$ cat config.mk
export PLATFORM = sky130hd
export DESIGN_NAME = spike_reject_gate
export DESIGN_NICKNAME = d
export VERILOG_FILES = /design/src/rtl/fog_filt_pkg.sv /design/src/rtl/sat_counter.sv /design/src/rtl/spike_reject_gate.sv
export SDC_FILE = /design/constraint.sdc
export NUM_CORES = 1
export LEC_CHECK = 0
export ABC_AREA = 1
export CAP_MARGIN = 20
export CORE_UTILIZATION = 50
export CTS_CLUSTER_SIZE = 14
export DETAILED_ROUTE_END_ITERATION = 6
export PLACE_DENSITY = 0.76
export REMOVE_ABC_BUFFERS = 1
export SLEW_MARGIN = 10
export SYNTH_ARGS = -nofsm -noshare
export SYNTH_HDL_FRONTEND = slang
export SYNTH_SLANG_ARGS = --single-unit
$ cat constraint.sdc
create_clock -name clk -period 7.38 [get_ports clk]
set_input_delay 1.476 -clock clk [delete_from_list [all_inputs] [get_ports clk]]
set_output_delay 1.476 -clock clk [all_outputs]
set_load 0.01 [all_outputs]
$ cat src/rtl/fog_filt_pkg.sv
// -----------------------------------------------------------------------------
// fog_filt_pkg
//   Shared types and constants for the filter chain (spike rejection in front
//   of the moving-average filter).
//   - srg_state_t : spike_reject_gate tracking state
//   - FOG_DATA_W  : default sample width for the chain
// -----------------------------------------------------------------------------
package fog_filt_pkg;

  localparam int FOG_DATA_W = 32;

  typedef enum logic {SRG_EMPTY, SRG_TRACK} srg_state_t;

endpackage : fog_filt_pkg

$ cat src/rtl/sat_counter.sv
// -----------------------------------------------------------------------------
// sat_counter
//   Saturating up-counter with synchronous clear. Clear wins over increment;
//   the count sticks at all-ones and never wraps.
//   Ports:
//     clk   in   1  clock
//     n_rst in   1  asynchronous active-low reset
//     inc   in   1  count up by one (ignored when saturated)
//     clr   in   1  synchronous clear, priority over inc
//     q     out  W  registered count
// -----------------------------------------------------------------------------
module sat_counter #(
  parameter int W = 16
) (
  input  logic         clk,
  input  logic         n_rst,
  input  logic         inc,
  input  logic         clr,
  output logic [W-1:0] q
);

  logic [W-1:0] r_q;

  // Counter register: clear first, then saturating increment.
  always_ff @(posedge clk or negedge n_rst) begin
    if (!n_rst) begin
      r_q <= {W{1'b0}};
    end else if (clr) begin
      r_q <= {W{1'b0}};
    end else if (inc && (r_q != {W{1'b1}})) begin
      r_q <= r_q + {{(W-1){1'b0}}, 1'b1};
    end else begin
      r_q <= r_q;
    end
  end

  assign q = r_q;

endmodule : sat_counter

$ cat src/rtl/spike_reject_gate.sv
// -----------------------------------------------------------------------------
// spike_reject_gate
//   Outlier rejection ahead of the moving-average filter. On each trig the new
//   sample is compared with the last accepted sample; a jump above thresh is
//   replaced by the last accepted value. After MAX_REJECT consecutive
//   substitutions the next outlier is force-accepted so genuine steps pass.
//   Ports:
//     clk         in   1           clock
//     n_rst       in   1           asynchronous active-low reset
//     trig        in   1           sample strobe
//     din         in   DATA_WIDTH  signed sample, valid with trig
//     thresh      in   DATA_WIDTH  unsigned max jump, 0 = accept everything
//     clr_cnt     in   1           synchronous clear of reject_cnt
//     dout        out  DATA_WIDTH  cleaned sample, held between strobes
//     trig_out    out  1           strobe one cycle after trig
//     reject_flag out  1           dout is a substitution
//     resync      out  1           pulse with trig_out on a forced accept
//     reject_cnt  out  CNT_WIDTH   saturating substitution count
// -----------------------------------------------------------------------------
module spike_reject_gate
  import fog_filt_pkg::*;
#(
  parameter int DATA_WIDTH = FOG_DATA_W,
  parameter int MAX_REJECT = 3,
  parameter int CNT_WIDTH  = 16
) (
  input  logic                  clk,
  input  logic                  n_rst,
  input  logic                  trig,
  input  logic [DATA_WIDTH-1:0] din,
  input  logic [DATA_WIDTH-1:0] thresh,
  input  logic                  clr_cnt,
  output logic [DATA_WIDTH-1:0] dout,
  output logic                  trig_out,
  output logic                  reject_flag,
  output logic                  resync,
  output logic [CNT_WIDTH-1:0]  reject_cnt
);

  // Run counter is 8 bits because MAX_REJECT is limited to 1..255.
  localparam logic [7:0] LP_MAX_REJECT = 8'(MAX_REJECT);

  srg_state_t            r_state;
  logic [DATA_WIDTH-1:0] r_last_good;
  logic [7:0]            r_run_cnt;
  logic [DATA_WIDTH-1:0] r_dout;
  logic                  r_trig_out;
  logic                  r_reject_flag;
  logic                  r_resync;

  logic [DATA_WIDTH:0]   w_diff;
  logic [DATA_WIDTH:0]   w_mag;
  logic                  w_outlier;
  logic                  w_room;
  logic                  w_inc;

  // Jump detection: one extra bit so |din - last_good| never overflows,
  // e.g. -2^31 against 2^31-1 yields 2^32-1.
  always_comb begin
    w_diff = {din[DATA_WIDTH-1], din} - {r_last_good[DATA_WIDTH-1], r_last_good};
    if (w_diff[DATA_WIDTH]) begin
      w_mag = (~w_diff) + {{DATA_WIDTH{1'b0}}, 1'b1};
    end else begin
      w_mag = w_diff;
    end
    w_outlier = (thresh != {DATA_WIDTH{1'b0}}) && (w_mag > {1'b0, thresh});
    w_room    = (r_run_cnt < LP_MAX_REJECT);
    w_inc     = trig && (r_state == SRG_TRACK) && w_outlier && w_room;
  end

  // Tracking FSM with registered outputs; only a trig advances it.
  always_ff @(posedge clk or negedge n_rst) begin
    if (!n_rst) begin
      r_state       <= SRG_EMPTY;
      r_last_good   <= {DATA_WIDTH{1'b0}};
      r_run_cnt     <= 8'd0;
      r_dout        <= {DATA_WIDTH{1'b0}};
      r_trig_out    <= 1'b0;
      r_reject_flag <= 1'b0;
      r_resync      <= 1'b0;
    end else begin
      r_trig_out <= trig;
      r_resync   <= 1'b0;
      if (trig) begin
        case (r_state)
          SRG_EMPTY: begin
            r_dout        <= din;
            r_last_good   <= din;
            r_run_cnt     <= 8'd0;
            r_reject_flag <= 1'b0;
            r_state       <= SRG_TRACK;
          end
          SRG_TRACK: begin
            if (!w_outlier) begin
              r_dout        <= din;
              r_last_good   <= din;
              r_run_cnt     <= 8'd0;
              r_reject_flag <= 1'b0;
            end else if (w_room) begin
              r_dout        <= r_last_good;
              r_reject_flag <= 1'b1;
              r_run_cnt     <= r_run_cnt + 8'd1;
            end else begin
              // Too many outliers in a row: treat it as a real step.
              r_dout        <= din;
              r_last_good   <= din;
              r_run_cnt     <= 8'd0;
              r_reject_flag <= 1'b0;
              r_resync      <= 1'b1;
            end
          end
          default: begin
            r_state       <= SRG_EMPTY;
            r_run_cnt     <= 8'd0;
            r_reject_flag <= 1'b0;
          end
        endcase
      end else begin
        r_state <= r_state;
      end
    end
  end

  sat_counter #(
    .W (CNT_WIDTH)
  ) u_reject_cnt (
    .clk   (clk),
    .n_rst (n_rst),
    .inc   (w_inc),
    .clr   (clr_cnt),
    .q     (reject_cnt)
  );

  assign dout        = r_dout;
  assign trig_out    = r_trig_out;
  assign reject_flag = r_reject_flag;
  assign resync      = r_resync;

endmodule : spike_reject_gate

==> results.py, run 1 <==
metrics = {
    "global_routing": {
        "grt_pass1_wl_microns": 29800,
        "grt_antenna_before_repair": 0,
        "groute.usage.overall_pct": 25.3,
        "grt_overflow": 0,
        "grt_max_degree": 61,
        "grt_pass1_vias": 6700,
    },
    "min_path": {
        "hp-start": "r_run_cnt[6]",
        "whs_path_depth": 2,
        "min_path_type": "flip-flop to flip-flop",
    },
    "yosys": {
        "synth_top_cell_area_share_pct": 21.7,
        "ys_seq_area_share_pct": 21.7,
        "ys_types": 43,
        "ys_top_cells_by_count": "375 x nand2_1, 210 x inv_1, 105 x nor2_1, 81 x nand3_1, 67 x ha_1",
        "synthMuxAreaShare_pct": 0.290,
        "synth_edf_count": 0,
        "synth-seq-cells": 60,
        "synthCells": 1131,
        "dominantRegCellSynth": "dfrtp_1",
        "netlist_top_cells_area": "dfrtp_1 22%, nand2_1 20%, ha_1 12%",
        "synth_most_common_cell": "nand2_1",
        "synth_compound_area_share_pct": 7.46,
        "synth_top_family_by_area": "simple AND/OR/NAND/NOR gates",
        "yosys_warnings": 0,
        "synth_top_cell_by_area": "dfrtp_1",
        "synthSimpleGateAreaFrac_pct": 39.3,
        "synth_xor_area_share_pct": 5.56,
        "synth_fa_ha_area_share_pct": 12.4,
        "synth-async-reset-ratio_pct": 100,
        "syn_area_sq_um": 6910,
        "postSynthAreaPerCell_sq_um": 6.11,
    },
    "worst_setup_path": {
        "r2r-start": "dout[0]",
        "worstPathArrival_ns": 6.90,
        "required_ns": 7.59,
        "start_kind": "input port",
        "cp-end-kind": "flip-flop",
        "timing.rr.end": "dout[24]",
        "r2r_cells": 36,
        "endpoint": "dout[24]",
        "crit_fanout": 35,
        "rrSetupSlack_ns": 1.97,
        "startpoint": "din[0]",
        "slowest_delay_ns": 0.46,
        "cp_slowest_cell": "clkdlybuf4s50_1",
        "crit_top_cell": "nand2_1",
        "path_class": "input port to flip-flop",
    },
    "final_layout": {
        "fin_util_pct": 63.9,
        "fillers": 1283,
        "diodes": 0,
        "fin_cells": 1429,
        "drive_above_1_share_pct": 4.23,
        "stdcell_area_sq_um": 8540,
        "areaGrowthSynthToFinish_pct": 23.5,
        "finalNetCount": 1384,
    },
    "timing": {
        "fin_skew_ns": 0.00693,
        "slew_headroom_pct": 40.0,
        "setup_viol": 0,
        "period_minus_slack_ns": 6.69,
        "setup-tns-final_ns": 0,
        "hold_ws_ns": 0.477,
        "max_freq_mhz": 150,
        "maxSlewViolCount": 0,
        "worst_slew_pin_slew_ns": 0.899,
        "hold_viol": 0,
        "finalCritPeriodShare_pct": 90.6,
        "rsz0062_at_grt": "no",
    },
    "power_and_ir_drop": {
        "power_leakage_nw": 4.67,
        "ir_drop_mv": 0.180,
        "p_per_area_nw_per_um2": 478,
    },
    "drt": {
        "wl_per_cell_microns": 12.1,
        "route.vias.total": 7124,
        "drt_iter0_drc": 337,
        "drc": 0,
        "drt_wl_total_microns": 17300,
        "drt_first_pass_iters": 5,
        "antenna_left": 0,
        "routed_via_density": 4.99,
    },
    "clocking": {
        "clkTransAtPathRegs_ns": 0.05,
        "max-clock-path-buffers": 2,
        "clk_latency_ns": 0.33,
        "clockRootBuffer": "clkbuf_16",
        "h-tree-depth": 3,
        "clkSinkCount": 60,
        "cts_buffers": 9,
        "cts_tree": "built",
        "postCtsSetupRepairBufs": 0,
    },
    "flow_run": {
        "maxCapViolCount": 0,
    },
    "die": {
        "die_area_sq_um": 14300,
        "die_y_microns": 120,
        "rows": 42,
        "io_pins": 119,
        "die_w_microns": 120,
        "core_area_sq_um": 13300,
        "start_util_pct": 51.8,
    },
    "placed_design": {
        "hpwl_microns": 13900,
        "routabilityCongestion": 0.920,
        "port-buffer-count": 118,
        "dpl_cell_area_sq_um": 8210,
        "dp_cells": 1413,
    },
    "run_status": {
        "status": "finished clean",
    },
}
-- cell families (layout without fill, tap and decap cells) --
kind of cell / count (synthesis) / count (layout)
buffers and inverters: 229 / 351
adder cells (fa/ha/maj): 68 / 68
XOR/XNOR: 43 / 43
flip-flops: 60 / 60
AO/OA/AOI/OAI: 92 / 92
multiplexers: 2 / 2
AND/OR/NAND/NOR: 637 / 637
-- layout make-up --
class	instances	area (sq um)	area share, %
clock inverter	5	60.1	0.704
sequential	60	1500	17.6
clock buffer	11	253	2.96
timing repair buffer	120	1190	14.0
tap	176	220	2.58
inverter	215	810	9.48
multi-input combinational	842	4500	52.7
-- state kept, by name (all words and copies together) (netlist names) --
name,count
dout,32
reject_flag,1
u_reject_cnt.q,16
r_state,1
r_run_cnt,8
trig_out,1
resync,1
-- worst min path at each step --
stage | endpoint
after global placement | r_run_cnt[4]
after floorplan | r_state
after global routing | r_run_cnt[6]
final | r_run_cnt[6]
after CTS | r_run_cnt[7]
after detailed placement | r_run_cnt[7]
-- critical path: cells and delay by family --
| kind | cells | cell delay, ns |
|---|---|---|
| xor+xnor | 1 | 0.06 |
| fa+ha+maj | 3 | 0.86 |
| compound gates | 1 | 0.24 |
| simple gates | 28 | 3.35 |
| buf+inv | 5 | 0.88 |
-- where the power goes --
group | internal [mW] | switching (mW)
registers | 0.434 | 0.0832
clock network | 0.280 | 0.151
logic | 1.19 | 1.94
-- cells in the final DEF, fill, tap and decap left out, types with 3 or more instances in the layout --
master | netlist | final
nor4_1 | 11 | 11
nand2_2 | 9 | 9
o21ai_0 | 22 | 22
nor2_1 | 105 | 105
inv_1 | 210 | 210
inv_2 | 3 | 3
a21oi_1 | 48 | 48
clkbuf_16 | 0 | 9
nor3_1 | 12 | 12
nand2_1 | 375 | 375
ha_1 | 67 | 67
nor2_2 | 6 | 6
nand4_1 | 18 | 18
a21oi_2 | 3 | 3
dfrtp_1 | 60 | 60
xnor2_1 | 6 | 6
o21bai_1 | 7 | 7
nand3_2 | 4 | 4
xor2_1 | 36 | 36
nand3b_1 | 7 | 7
clkdlybuf4s50_1 | 0 | 117
nand3_1 | 81 | 81
-- metrics by stage --
| step | worst slack [ns] | total power, mW |
|---|---|---|
| after detailed placement | 0.281 | 3.63 |
| after global placement | 0.368 | 3.57 |
| after global routing | 0.111 | 4.59 |
| after CTS | 0.603 | 4.09 |
| after floorplan | 1.29 | 2.81 |
| final | 0.693 | 4.08 |
-- timing repair --
action	4_1_cts	5_1_grt
endpoints found under the setup margin	0	5
resized for setup	0	1
hold buffers	0	0
-- layer usage --
| metal | up-vias | wire, microns | global-route usage (%) |
|---|---|---|---|
| met4 | 0 | 249 | 6.17 |
| met1 | 3173 | 8380 | 33.6 |
| met3 | 21 | 877 | 4.61 |
| li1 | 3777 | - | - |
| met2 | 153 | 7770 | 42.2 |
| met5 | - | 0 | 0 |
Power figures use the tool's default switching activity.
==> run 2: changes to the inputs <==
CORE_UTILIZATION = 45   (was 50)
PLACE_DENSITY = 0.69   (was 0.76)
SYNTH_HIERARCHICAL = 1   (was not set)
==> run 2 against run 1 <==
Against the previous run: core utilization fell by 7.0 points; final cell count hardly changed; setup slack improved by 0.032 ns; global-route usage is 1.8 points lower; cell area is 1.5% higher; flip-flop and latch count did not move; count of clock-buffer cells in the layout fell by 2; fmax up 0.48%; die area rose by 12%; sequential share of layout area decreased by 0.26 points; register-to-register slack about the same; synthesized cell count fell by 0.88%.
==> results.py, run 2 <==
metrics = {
    "timing": {
        "max_freq_mhz": 150,
        "period_minus_slack_ns": 6.66,
        "setup-tns-final_ns": 0,
        "slew_headroom_pct": 33.6,
        "worst_slew_pin_slew_ns": 0.987,
        "maxSlewViolCount": 0,
        "hold_viol": 0,
        "fin_skew_ns": 0.00516,
        "rsz0062_at_grt": "no",
        "setup_viol": 0,
        "finalCritPeriodShare_pct": 90.2,
    },
    "drt": {
        "wl_per_cell_microns": 12.8,
        "drt_wl_total_microns": 18300,
        "drt_iter0_drc": 358,
        "antenna_left": 0,
        "drc": 0,
        "drt_first_pass_iters": 7,
        "route.vias.total": 7178,
        "routed_via_density": 5.02,
    },
    "die": {
        "die_w_microns": 127,
        "start_util_pct": 46.0,
        "io_pins": 119,
        "core_area_sq_um": 15200,
        "die_y_microns": 127,
        "rows": 45,
        "die_area_sq_um": 16000,
    },
    "clocking": {
        "clkTransAtPathRegs_ns": 0.05,
        "postCtsSetupRepairBufs": 0,
        "clkSinkCount": 60,
        "cts_tree": "built",
        "cts_buffers": 9,
        "holdBufCountCts": 0,
        "max-clock-path-buffers": 2,
        "ctsResizeCount": 0,
        "clk_latency_ns": 0.34,
        "h-tree-depth": 3,
        "clockRootBuffer": "clkbuf_16",
    },
    "placed_design": {
        "hpwl_microns": 14700,
        "dp_cells": 1414,
        "routabilityCongestion": 0.918,
        "dpl_cell_area_sq_um": 8320,
        "port-buffer-count": 118,
    },
    "power_and_ir_drop": {
        "p_int_mw": 1.98,
        "clock_power_share_pct": 11.6,
        "p_per_area_nw_per_um2": 492,
        "power_leakage_nw": 4.53,
        "ir_drop_mv": 0.230,
        "power.total_mw": 4.26,
        "seq_power_share_pct": 12.2,
        "p_sw_mw": 2.28,
        "switching_share_pct": 53.5,
        "combPwrFrac_pct": 76.2,
    },
    "yosys": {
        "synth_edf_count": 0,
        "netlist_top_cells_area": "dfrtp_1 21%, nand2_1 18%, ha_1 12%",
        "synthCells": 1121,
        "synth-seq-cells": 60,
        "synth_top_cell_by_area": "dfrtp_1",
        "synth_top_cell_area_share_pct": 21.5,
        "syn_area_sq_um": 6990,
        "dominantRegCellSynth": "dfrtp_1",
        "yosys_warnings": 6,
        "ys_top_cells_by_count": "333 x nand2_1, 187 x inv_1, 114 x nor2_1, 92 x nand3_1, 67 x ha_1",
        "ys_seq_area_share_pct": 21.5,
        "synth-async-reset-ratio_pct": 100,
        "postSynthAreaPerCell_sq_um": 6.24,
        "ys_types": 47,
        "synth_most_common_cell": "nand2_1",
    },
    "worst_setup_path": {
        "cp-end-kind": "flip-flop",
        "crit_top_cell": "nand2_1",
        "start_kind": "input port",
        "crit_fanout": 33,
        "startpoint": "din[0]",
        "r2r_cells": 30,
        "required_ns": 7.65,
        "r2r-start": "dout[0]",
        "cp_slowest_cell": "fa_1",
        "timing.rr.end": "dout[22]",
        "rrSetupSlack_ns": 1.98,
        "crit_buf_inv": 5,
        "cpLargestDelayFamily": "simple AND/OR/NAND/NOR gates",
        "worstPathArrival_ns": 6.93,
        "slowest_delay_ns": 0.54,
        "path_class": "input port to flip-flop",
    },
    "final_layout": {
        "fillers": 1509,
        "stdcell_area_sq_um": 8660,
        "fin_cells": 1430,
        "largest_reg_flops": 32,
        "areaGrowthSynthToFinish_pct": 23.9,
        "diodes": 0,
        "final_cell_mix": "333 x nand2_1, 187 x inv_1, 116 x clkdlybuf4s50_1",
        "layout_commonest_cell": "nand2_1",
        "drive_above_1_share_pct": 5.64,
        "finalNetCount": 1373,
    },
    "run_status": {
        "status": "finished clean",
    },
    "global_routing": {
        "grt_antenna_before_repair": 0,
        "grt_overflow": 0,
        "groute.usage.overall_pct": 23.5,
        "grt_pass1_wl_microns": 30600,
        "grt_pass1_vias": 6676,
        "grt_max_degree": 61,
    },
    "min_path": {
        "hold_path_end": "r_run_cnt[7]",
        "hp-start": "r_run_cnt[7]",
        "whs_path_depth": 2,
        "min_path_type": "flip-flop to flip-flop",
    },
    "flow_run": {
        "maxCapViolCount": 0,
    },
}
-- run 2: cell types whose count changed after synthesis, moves of 7 or more --
cell,before,now
inv_1,210,187
nand2_1,375,333
nand3_1,81,92
nand4_1,18,30
nor2_1,105,114
o21ai_1,0,8
xor2_1,36,29
-- run 2: power by group through the flow --
stage | clock [mW] | combinational (mW) | sequential [mW]
floorplan | 0 | 2.33 | 0.551
global placement | 0 | 3.20 | 0.522
detailed placement | 0 | 3.24 | 0.522
CTS | 0.504 | 3.26 | 0.519
global route | 0.517 | 3.70 | 0.534
finish | 0.496 | 3.24 | 0.520
-- run 2: tightest hold or removal path: cells and delay by family (launching register included) --
family / cells / cell delay [ns]
flops: 1 / 0.32
simple gates: 1 / 0.08
buf+inv: 1 / 0.04
-- run 2: kinds of logic after synthesis --
group           synth area share [%]
mux                            0.286
buf+inv                         12.4
xor+xnor                        5.58
fa+ha+maj                       12.3
simple gates                    39.7
compound gates                  8.32
flops                           21.5
-- run 2: area by class of cell --
class,count,area [sq um],share of cell area (%)
Multi-Input combinational cell,844,4620,53.4
Clock inverter,7,124,1.43
Timing Repair Buffer,122,1200,13.9
Clock buffer,9,225,2.60
Sequential cell,60,1500,17.3
Inverter,200,753,8.69
Tap cell,188,235,2.71
-- run 2: metal layers --
layer / track usage [%] / up-vias / share of wire, %
met5: 0 / - / 0
met4: 8.50 / 0 / 2.4
met3: 4.01 / 30 / 4.8
met2: 39.9 / 152 / 46
met1: 30.0 / 3206 / 47
li1: - / 3790 / -
-- run 2: worst max path at each step --
stage | end | slack, ns | depth (start not counted)
after floorplan | u_reject_cnt/q[10] | 1.42 | 38
after global placement | dout[29] | 0.52 | 32
after detailed placement | dout[17] | 0.40 | 32
after global routing | dout[22] | 0.05 | 34
final | dout[22] | 0.72 | 32
after CTS | dout[22] | 0.70 | 32
-- run 2: per-stage QoR --
| step | util (%) | worst slack, ns | hold slack, ns |
|---|---|---|---|
| floorplan | - | 1.42 | 0.440 |
| global placement | 54.7 | 0.524 | 0.455 |
| detailed placement | 54.7 | 0.402 | 0.463 |
| CTS | 57.0 | 0.698 | 0.475 |
| global route | 57.0 | 0.0512 | 0.503 |
| finish | 57.0 | 0.725 | 0.480 |
==> run 3: changes to the inputs <==
CORE_ASPECT_RATIO = 0.8   (was not set)
REMOVE_ABC_BUFFERS = not set   (was 1)
==> run 3 against run 2 <==
Against the previous run: cell area fell by 0.53%; sequential share of layout area rose by 0.093 points; first-iteration DRC count up 13%; wire length is 2.0% higher; worst hold slack got worse by 0.0084 ns; sequential power about the same; via count rose by 0.57%; core utilization about the same; setup slack worse by 0.078 ns; die area hardly changed; critical path depth is 2 higher.
==> results.py, run 3 (synthesis results as in run 2) <==
metrics = {
    "min_path": {
        "hold_path_end": "r_state",
        "hp-start": "r_state",
        "whs_path_depth": 2,
        "min_path_type": "flip-flop to flip-flop",
    },
    "clocking": {
        "cts_buffers": 9,
        "clockRootBuffer": "clkbuf_16",
        "holdBufCountCts": 0,
        "clk_latency_ns": 0.35,
        "ctsResizeCount": 0,
        "max-clock-path-buffers": 2,
        "h-tree-depth": 3,
        "cts_tree": "built",
        "clkTransAtPathRegs_ns": 0.06,
        "postCtsSetupRepairBufs": 0,
        "clkSinkCount": 60,
    },
    "worst_setup_path": {
        "crit_top_cell": "nand2_1",
        "r2r-start": "dout[0]",
        "required_ns": 7.66,
        "worstPathArrival_ns": 7.01,
        "rrSetupSlack_ns": 1.92,
        "cp_slowest_cell": "fa_1",
        "r2r_cells": 32,
        "slowest_delay_ns": 0.57,
        "crit_fanout": 33,
        "start_kind": "input port",
        "cp-end-kind": "flip-flop",
        "timing.rr.end": "dout[1]",
        "path_class": "input port to flip-flop",
    },
    "power_and_ir_drop": {
        "p_per_area_nw_per_um2": 488,
        "power_leakage_nw": 4.49,
        "ir_drop_mv": 0.217,
    },
    "final_layout": {
        "areaGrowthSynthToFinish_pct": 23.3,
        "final_cell_mix": "333 x nand2_1, 187 x inv_1, 117 x clkdlybuf4s50_1",
        "finalNetCount": 1373,
        "diodes": 0,
        "drive_above_1_share_pct": 5.39,
        "layout_commonest_cell": "nand2_1",
        "largest_reg_flops": 32,
    },
    "global_routing": {
        "grt_overflow": 0,
        "groute.usage.overall_pct": 24.2,
        "grt_antenna_before_repair": 0,
        "grt_pass1_wl_microns": 31100,
        "grt_max_degree": 61,
        "grt_pass1_vias": 6657,
    },
    "timing": {
        "fin_skew_ns": 0.0143,
        "period_minus_slack_ns": 6.73,
        "slew_headroom_pct": 47.1,
        "setup_viol": 0,
        "maxSlewViolCount": 0,
        "max_freq_mhz": 149,
        "worst_slew_pin_slew_ns": 0.786,
        "rsz0062_at_grt": "no",
        "hold_ws_ns": 0.472,
        "finalCritPeriodShare_pct": 91.2,
        "setup-tns-final_ns": 0,
        "hold_viol": 0,
    },
    "die": {
        "io_pins": 119,
        "start_util_pct": 46.2,
        "die_area_sq_um": 16000,
        "core_area_sq_um": 15100,
        "rows": 40,
        "die_y_microns": 113,
        "die_w_microns": 141,
    },
    "drt": {
        "antenna_left": 0,
        "route.vias.total": 7219,
        "drt_first_pass_iters": 5,
        "drt_wl_total_microns": 18600,
        "drc": 0,
        "routed_via_density": 4.97,
        "drt_iter0_drc": 403,
        "wl_per_cell_microns": 12.8,
    },
    "flow_run": {
        "maxCapViolCount": 0,
    },
    "yosys": {
        "synth_nets": 1257,
    },
    "placed_design": {
        "hpwl_microns": 14800,
        "routabilityCongestion": 0.903,
        "port-buffer-count": 118,
    },
    "run_status": {
        "status": "finished clean",
    },
}
run 3: final cells by class:
type	instances	area, sq um
clock buffer	11	233
clock inverter	5	37.5
fill	1552	6500
inverter	200	753
multi-input combinational	844	4620
sequential	60	1500
tap	210	263
timing repair buffer	122	1210
run 3: through the flow:
stage / util [%] / area [sq um] / power, mW / instances / setup WS [ns]
global route: 57.0 / 8620 / 4.71 / 1452 / 0.0505
CTS: 57.0 / 8620 / 4.21 / 1452 / 0.671
floorplan: - / 6990 / 2.97 / 1121 / 1.59
finish: 57.0 / 8620 / 4.20 / 1452 / 0.647
detailed placement: 55.2 / 8350 / 3.78 / 1436 / 0.326
global placement: 55.2 / 8350 / 3.75 / 1436 / 0.354
run 3: where the power goes:
part	switching (mW)	internal [mW]
combinational	2.06	1.22
sequential	0.0834	0.433
clock	0.175	0.229
total	2.32	1.88
run 3: worst max-delay path by stage:
stage                     depth (start not counted)   start                 to  slack, ns
after global routing                             34  din[0]           dout[31]       0.05
after detailed placement                         34  din[0]           dout[27]       0.33
after CTS                                        34  din[0]            dout[0]       0.67
final                                            34  din[0]            dout[1]       0.65
after floorplan                                  34  din[0]  u_reject_cnt/q[2]       1.59
after global placement                           34  din[0]            dout[0]       0.35
run 3: worst max-delay path, delay by kind of cell:
family | cells | cell delay (ns)
fa+ha+maj | 3 | 1.06
xor+xnor | 1 | 0.15
simple gates | 24 | 3.33
compound gates | 1 | 0.17
buf+inv | 5 | 0.76
run 3: metal layers:
layer  wire length (microns)  vias up  global-route usage, %  part of all wire (%)
met5                       0        -                      0                     0
met4                     134        0                   5.14                  0.72
met3                     934       12                   4.62                   5.0
met2                    8130      183                   39.3                    44
met1                    9440     3236                   33.3                    51
li1                        -     3788                      -                     -
